`src/rtl/baccarat_pkg.sv`:
```
// Shared Baccarat definitions: rank limits, round state and modulo-10 point arithmetic.
package baccarat_pkg;

    localparam logic [3:0] ACE       = 4'd1;
    localparam logic [3:0] KING      = 4'd13;
    localparam logic [3:0] POINT_MOD = 4'd10;

    typedef enum logic {
        COLLECT  = 1'b0,
        RESOLVED = 1'b1
    } state_t;

    // Both operands are below POINT_MOD, so one conditional subtraction is exact.
    function automatic logic [3:0] add_mod10(input logic [3:0] a, input logic [3:0] b);
        logic [4:0] sum;
        sum = {1'b0, a} + {1'b0, b};
        if (sum >= 5'(POINT_MOD)) begin
            sum = sum - 5'(POINT_MOD);
        end
        return sum[3:0];
    endfunction

endpackage

```
`src/rtl/multi_hand_scorer_if.sv`:
```
// Card offer handshake between the dealer (master) and the scorer (slave).
interface multi_hand_scorer_if #(
    parameter int HAND_W = 1
);
    logic              card_valid;
    logic              card_ready;
    logic [HAND_W-1:0] card_hand;
    logic [3:0]        card;

    modport master (output card_valid, card_hand, card, input card_ready);
    modport slave  (input card_valid, card_hand, card, output card_ready);
endinterface

```
`src/rtl/card_to_points.sv`:
```
// Maps a card rank to its Baccarat point value and flags ranks outside Ace..King.
module card_to_points
    import baccarat_pkg::*;
(
    input  logic [3:0] rank,
    output logic [3:0] points,
    output logic       legal
);

    // NOTE: every output gets a default before any condition so no latch is inferred.
    always_comb begin
        points = 4'd0;
        legal  = (rank >= ACE) && (rank <= KING);
        if (legal && (rank < POINT_MOD)) begin
            points = rank;
        end
    end

endmodule

```
`src/rtl/multi_hand_scorer.sv`:
```
// Multi-hand Baccarat scorer: routes one card per cycle to a hand, keeps running
// modulo-10 scores, and registers the winner/tie outcome on a resolve request.
module multi_hand_scorer
    import baccarat_pkg::*;
#(
    parameter int N_HANDS   = 2,
    parameter int MAX_CARDS = 3,
    parameter int HAND_W    = (N_HANDS > 1) ? $clog2(N_HANDS) : 1,
    parameter int CNT_W     = $clog2(MAX_CARDS + 1)
) (
    input  logic                     slow_clock,
    input  logic                     resetb,
    input  logic                     clear,
    input  logic                     resolve,
    multi_hand_scorer_if.slave       card_bus,
    output logic [4*N_HANDS-1:0]     score,
    output logic [CNT_W*N_HANDS-1:0] count,
    output logic [N_HANDS-1:0]       natural,
    output logic                     err,
    output logic                     done,
    output logic [HAND_W-1:0]        winner,
    output logic                     tie
);

    state_t            state_q;
    state_t            state_d;
    logic [3:0]        points;
    logic              legal;
    logic              accept;
    logic              hand_ok;
    logic              hand_full;
    logic              bad;
    logic              good;
    logic              do_resolve;
    logic [3:0]        score_q [N_HANDS];
    logic [CNT_W-1:0]  count_q [N_HANDS];
    logic [3:0]        max_score;
    logic [HAND_W-1:0] max_idx;
    logic              max_tie;
    logic              max_seen;

    card_to_points u_points (
        .rank   (card_bus.card),
        .points (points),
        .legal  (legal)
    );

    assign card_bus.card_ready = (state_q == COLLECT) && !clear && !resolve;
    assign accept     = card_bus.card_valid && card_bus.card_ready;
    assign hand_ok    = 32'(card_bus.card_hand) < 32'(N_HANDS);
    assign bad        = accept && (!legal || !hand_ok || hand_full);
    assign good       = accept && !bad;
    assign do_resolve = resolve && !clear && (state_q == COLLECT);

    always_comb begin
        hand_full = 1'b0;
        for (int h = 0; h < N_HANDS; h++) begin
            if ((32'(card_bus.card_hand) == 32'(h)) && (count_q[h] == CNT_W'(MAX_CARDS))) begin
                hand_full = 1'b1;
            end
        end
    end

    // Lowest index wins among equal maxima; a second holder of the maximum marks a tie.
    always_comb begin
        max_score = 4'd0;
        max_idx   = '0;
        max_tie   = 1'b0;
        max_seen  = 1'b0;
        for (int h = 0; h < N_HANDS; h++) begin
            if (score_q[h] > max_score) begin
                max_score = score_q[h];
                max_idx   = HAND_W'(h);
            end
        end
        for (int h = 0; h < N_HANDS; h++) begin
            if (score_q[h] == max_score) begin
                max_tie  = max_tie | max_seen;
                max_seen = 1'b1;
            end
        end
    end

    for (genvar h = 0; h < N_HANDS; h++) begin : g_hand
        logic             hit;
        logic [3:0]       s_q;
        logic [CNT_W-1:0] c_q;
        logic             nat_q;
        logic [3:0]       s_nxt;
        logic [CNT_W-1:0] c_nxt;

        assign hit   = good && (32'(card_bus.card_hand) == 32'(h));
        assign s_nxt = add_mod10(s_q, points);
        assign c_nxt = c_q + 1'b1;

        always_ff @(posedge slow_clock) begin
            if (!resetb || clear) begin
                s_q   <= 4'd0;
                c_q   <= '0;
                nat_q <= 1'b0;
            end else if (hit) begin
                s_q   <= s_nxt;
                c_q   <= c_nxt;
                nat_q <= (c_nxt == CNT_W'(2)) && (s_nxt >= 4'd8);
            end
        end

        assign score_q[h]              = s_q;
        assign count_q[h]              = c_q;
        assign score[4*h +: 4]         = s_q;
        assign count[CNT_W*h +: CNT_W] = c_q;
        assign natural[h]              = nat_q;
    end

    always_comb begin
        state_d = state_q;
        if (clear) begin
            state_d = COLLECT;
        end else if (do_resolve) begin
            state_d = RESOLVED;
        end
    end

    // NOTE: sequential state uses non-blocking assignments so every flop samples pre-edge values.
    always_ff @(posedge slow_clock) begin
        if (!resetb) begin
            state_q <= COLLECT;
        end else begin
            state_q <= state_d;
        end
    end

    always_ff @(posedge slow_clock) begin
        if (!resetb || clear) begin
            err    <= 1'b0;
            done   <= 1'b0;
            winner <= '0;
            tie    <= 1'b0;
        end else begin
            err <= bad;
            if (do_resolve) begin
                done   <= 1'b1;
                winner <= max_idx;
                tie    <= max_tie;
            end
        end
    end

endmodule
```
`src/flat_wrapper.sv`:
```
// flat-port wrapper written by rule: the top's interface ports become plain ports
module multi_hand_scorer_flat import baccarat_pkg::*;
#(
    parameter int N_HANDS   = 2,
    parameter int MAX_CARDS = 3,
    parameter int HAND_W    = (N_HANDS > 1) ? $clog2(N_HANDS) : 1,
    parameter int CNT_W     = $clog2(MAX_CARDS + 1)
)
  (slow_clock, resetb, clear, resolve, score, count, natural, err, done, winner, tie, card_bus_card_valid, card_bus_card_hand, card_bus_card, card_bus_card_ready);
  multi_hand_scorer_if #(.HAND_W(HAND_W)) card_bus_i ();
  input  logic slow_clock;
  input  logic resetb;
  input  logic clear;
  input  logic resolve;
  output logic [4*N_HANDS-1:0] score;
  output logic [CNT_W*N_HANDS-1:0] count;
  output logic [N_HANDS-1:0] natural;
  output logic err;
  output logic done;
  output logic [HAND_W-1:0] winner;
  output logic tie;
  input wire logic [$bits(card_bus_i.card_valid)-1:0] card_bus_card_valid;
  input wire logic [$bits(card_bus_i.card_hand)-1:0] card_bus_card_hand;
  input wire logic [$bits(card_bus_i.card)-1:0] card_bus_card;
  output wire logic [$bits(card_bus_i.card_ready)-1:0] card_bus_card_ready;
  assign card_bus_i.card_valid = card_bus_card_valid;
  assign card_bus_i.card_hand = card_bus_card_hand;
  assign card_bus_i.card = card_bus_card;
  assign card_bus_card_ready = card_bus_i.card_ready;
  multi_hand_scorer #(.N_HANDS(N_HANDS), .MAX_CARDS(MAX_CARDS), .HAND_W(HAND_W), .CNT_W(CNT_W)) u_core (.slow_clock(slow_clock), .resetb(resetb), .clear(clear), .resolve(resolve), .card_bus(card_bus_i), .score(score), .count(count), .natural(natural), .err(err), .done(done), .winner(winner), .tie(tie));
endmodule
```
`config.mk`:
```
export PLATFORM = sky130hd
export DESIGN_NAME = multi_hand_scorer_flat
export DESIGN_NICKNAME = d
export VERILOG_FILES = /design/src/rtl/baccarat_pkg.sv /design/src/rtl/multi_hand_scorer_if.sv /design/src/rtl/card_to_points.sv /design/src/rtl/multi_hand_scorer.sv /design/src/flat_wrapper.sv
export SDC_FILE = /design/constraint.sdc
export NUM_CORES = 1
export LEC_CHECK = 0
export ABC_CLOCK_PERIOD_IN_PS = 3400
export CELL_PAD_IN_SITES_DETAIL_PLACEMENT = 1
export CELL_PAD_IN_SITES_GLOBAL_PLACEMENT = 1
export CORE_MARGIN = 2
export CORE_UTILIZATION = 39
export CTS_BUF_LIST = sky130_fd_sc_hd__clkbuf_16
export DETAILED_ROUTE_END_ITERATION = 7
export GPL_ROUTABILITY_DRIVEN = 0
export PLACE_DENSITY = 0.79
export SLEW_MARGIN = 0
export SYNTH_ARGS = -nofsm -noshare
export SYNTH_HDL_FRONTEND = slang
export SYNTH_SLANG_ARGS = --single-unit
```
`constraint.sdc`:
```
create_clock -name slow_clock -period 3.4 [get_ports slow_clock]
set_input_delay 0.51 -clock slow_clock [delete_from_list [all_inputs] [get_ports slow_clock]]
set_output_delay 0.51 -clock slow_clock [all_outputs]
set_load 0.005 [all_outputs]
```
==> out/metrics.csv <==
stage,metric,value,unit
status,status,completed,
power,Pwr per Cell Area,271,nW/um2
clocking,clk root buf,clkbuf_16,
power,Max VDD drop,0.192,mV
grt,met1 usage in global routing,24.8,%
sta,Least-Margin Pin Slew,0.518,ns
logic_synthesis,Synth cell types,51,
layout,NumNets Final,246,
power,Sw Share,24.4,%
grt,Total GRT Usage,20.5,%
sta,Fin. Hold Viols,0,
die,die width,67.8,um
logic_synthesis,Cells after Synth,187,
setup_path,worst path cell trace,clkdlybuf4s50_1 > o21ai_0 > and2_1 > ha_1 > ha_1 > a21oi_1 > xor2_1 > ha_1 > o21ai_2 > a311oi_2 > o21ai_0 > a31oi_1,
logic_synthesis,Synthesized Nets,216,
sta,RSZ-0062 raised after global routing,false,
setup_path,critical-path maximum fanout,6,
setup_path,Critical R2R Launch,u_core.g_hand[1].s_q[1]$_SDFFE_PP0P_,
logic_synthesis,synthesized area per cell,8.48,um2
layout,final instance area,2020,um2
sta,Max-slew headroom,65.2,%
power,NetSw,0.000134,W
drt,remaining antenna violation count after routing,0,
setup_path,Worst R2R Path Depth,9,
layout,post-layout util,50.9,%
setup_path,Critical Path Most Common Cell,ha_1,
drt,Via density,5.70,
worst_hold_path,Hold WC Path Type,flop to flop,
setup_path,Crit. End Element,flop,
grt,vias in the first global route,1544,
setup_path,Startpoint Class,input port,
sta,skew final,0.00233,ns
power,Seq pwr share,39.5,%
setup_path,slowest CP cell,clkdlybuf4s50_1,
clocking,CTS resizes,0,
logic_synthesis,post-synthesis sequential area ratio,22.7,%
grt,antenna violations before repair,0,
worst_hold_path,Hold Crit Endpoint,u_core.winner$_SDFFE_PP0P_,
grt,met2 Resource Use GR,37.4,%
power,P_leak,0.758,nW
setup_path,r2r setup slk,0.85,ns
setup_path,FF-to-FF End,u_core.g_hand[1].s_q[1]$_SDFFE_PP0P_,
clocking,CTS sink count,18,
clocking,CTS tree,yes,
clocking,cts bufs inserted,3,
grt,global route hottest layer,met2,
drt,Vias,1515,
sta,fin crit period,3.15,ns
clocking,"Reg clk slew, reported paths",0.05,ns
sta,Final Cycle Share,92.5,%
placement,Post-Place Cells,262,
clocking,postcts setup bufs,0,
logic_synthesis,largest cells by area after synthesis,"dfxtp_1, ha_1, mux2i_1, nor2_1, xnor2_1",
clocking,cts hold-fix bufs,0,
grt,largest net degree at the start of global routing,15,
clocking,H-tree levels,1,
drt,DR pass1 iterations,4,
setup_path,"Arr. time, crit path",3.32,ns
die,FP Rows,23,
setup_path,crit path buf inv count,1,
sta,Max Clk Rate,318,MHz
logic_synthesis,"Primary FF master, synth",dfxtp_1,
sta,Final Slew Violations,0,
layout,layout cells sized above 1,13.4,%
power,Combinational Power Share,17.5,%
logic_synthesis,Post-synth ARST share,0,%
layout,non-filler instance count after layout,266,
clocking,CTS Buffer Depth,2,
logic_synthesis,Synth Cell Area,1590,um2
logic_synthesis,Yosys warnings,0,
placement,hpwl dp,3550,um
setup_path,data required time of the worst path,3.58,ns
setup_path,family with the most delay on the worst path,compound AO/OA/AOI/OAI gates,
drt,DRC,0,
die,Initial Util,39.9,%
layout,n_diodes,0,
die,I/O pins,29,
logic_synthesis,cell taking the most area after synthesis,dfxtp_1,
power,clock share of power,43.0,%
drt,Total Wirelength,4490,um
die,Die H,67.8,um
layout,area grow syn2layout,27.3,%
worst_hold_path,Hold Crit Depth,2,
grt,gr ovfl total,0,
clocking,clk_lat worst skew,0.25,ns
sta,final setup violation count,0,
logic_synthesis,"EDFF count, synth",0,
placement,PortBufs,28,
run,max-cap viol count,0,
power,Total Power,0.000548,W
drt,drt first-iter violations,33,
drt,drt wl/cell,16.9,um
setup_path,CP Class,input port to flop,
die,core region area,3970,um2
power,P_int,0.000415,W
logic_synthesis,Seq cells post-synth,18,
grt,first-pass GRT wire length,7180,um
worst_hold_path,Hold Startpoint,u_core.winner$_SDFFE_PP0P_,
logic_synthesis,area fraction of the dominant cell type after synthesis,22.7,%
sta,Fin Hold WS,0.461,ns
die,total die area,4590,um2
grt,GR met3 Demand/Resource,4.00,%
placement,area post-placement,1930,um2
setup_path,"Largest stage delay, worst path",0.56,ns
==> synthesized netlist by cell type, types with 4 or more instances <==
library cell  instances
dfxtp_1              18
inv_1                12
a31oi_1               5
nand4b_1              4
ha_1                 19
o21ai_0               7
clkbuf_1              4
nor2_1               17
mux2i_1               7
xnor2_1               7
o22ai_1               5
a21oi_1               5
nand2_1              12
nand3_1               7
==> power by group through the flow <==
stage,sequential (W),clock (W),combinational (W)
2_1_floorplan,0.000220,0,0.0000554
3_3_place_gp,0.000221,0,0.0000870
3_5_place_dp,0.000221,0,0.0000927
4_1_cts,0.000216,0.000240,0.0000935
5_1_grt,0.000217,0.000252,0.000105
6_report,0.000216,0.000236,0.0000959
==> final cells by class <==
cell class / instances / area, um2
well taps: 50 / 62.6
clock buffers: 3 / 75.1
repair buffers: 36 / 340
multi-input cells: 146 / 1130
clock inverters: 1 / 3.75
inverters: 12 / 45.0
flip-flops and latches: 18 / 360
fillers: 484 / 1950
==> metrics by stage <==
stage | setup WS, ns | TNS, ns
2_1_floorplan | 0.612 | 0
3_3_place_gp | 0.113 | 0
3_5_place_dp | -0.213 | -0.415
4_1_cts | 0.0232 | 0
5_1_grt | 0.0273 | 0
6_report | 0.253 | 0
==> worst max-delay path by stage <==
stage | from | end | slack [ns] | cells after the start
floorplan | card_bus_card[1] | u_core.g_hand[1].s_q[2]$_SDFFE_PP0P_ | 0.61 | 12
global placement | card_bus_card[3] | u_core.g_hand[1].s_q[2]$_SDFFE_PP0P_ | 0.11 | 12
detailed placement | card_bus_card[3] | u_core.g_hand[1].s_q[1]$_SDFFE_PP0P_ | -0.21 | 12
CTS | card_bus_card[3] | u_core.g_hand[1].s_q[1]$_SDFFE_PP0P_ | 0.02 | 12
global route | card_bus_card[3] | u_core.g_hand[1].s_q[1]$_SDFFE_PP0P_ | 0.03 | 12
finish | card_bus_card[3] | u_core.g_hand[1].s_q[1]$_SDFFE_PP0P_ | 0.25 | 12
==> routing by layer <==
metal	part of all wire, %	vias up	routed length [um]
li1	-	742	-
met1	44	744	1970
met2	52	23	2330
met3	2.7	6	123
met4	1.4	0	61
met5	0	-	0
==> sequential cells by signal, summed over array words and instances (netlist names) <==
register	cells
u_core.g_hand.s_q	8
u_core.g_hand.c_q	4
u_core.g_hand.nat_q	2
u_core.done	1
u_core.err	1
u_core.tie	1
u_core.winner	1
==> cell usage in the layout (no fill, tap or decap), types with 5 or more instances in the layout <==
cell and instances:
a21oi_1 5, a31oi_1 5, buf_4 8, clkdlybuf4s50_1 28, dfxtp_1 18, ha_1 19, inv_1 12, mux2i_1 7
nand2_1 12, nand3_1 7, nor2_1 17, o21ai_0 6, o22ai_1 5, xnor2_1 7
==> cell families after synthesis <==
kind of cell    after synthesis  share of synthesized area [%]
compound gates               36                           15.5
mux                           8                           5.13
simple gates                 74                           29.9
buf+inv                      23                           6.86
xor+xnor                      9                           4.97
flops                        18                           22.7
fa+ha+maj                    19                           15.0
==> worst min-delay path: stages, from the launching register on <==
cell	delay, ns
dfxtp_1	0.31
nand2_1	0.05
a21oi_1	0.05
Note: power is estimated with default switching activity, not from simulation.
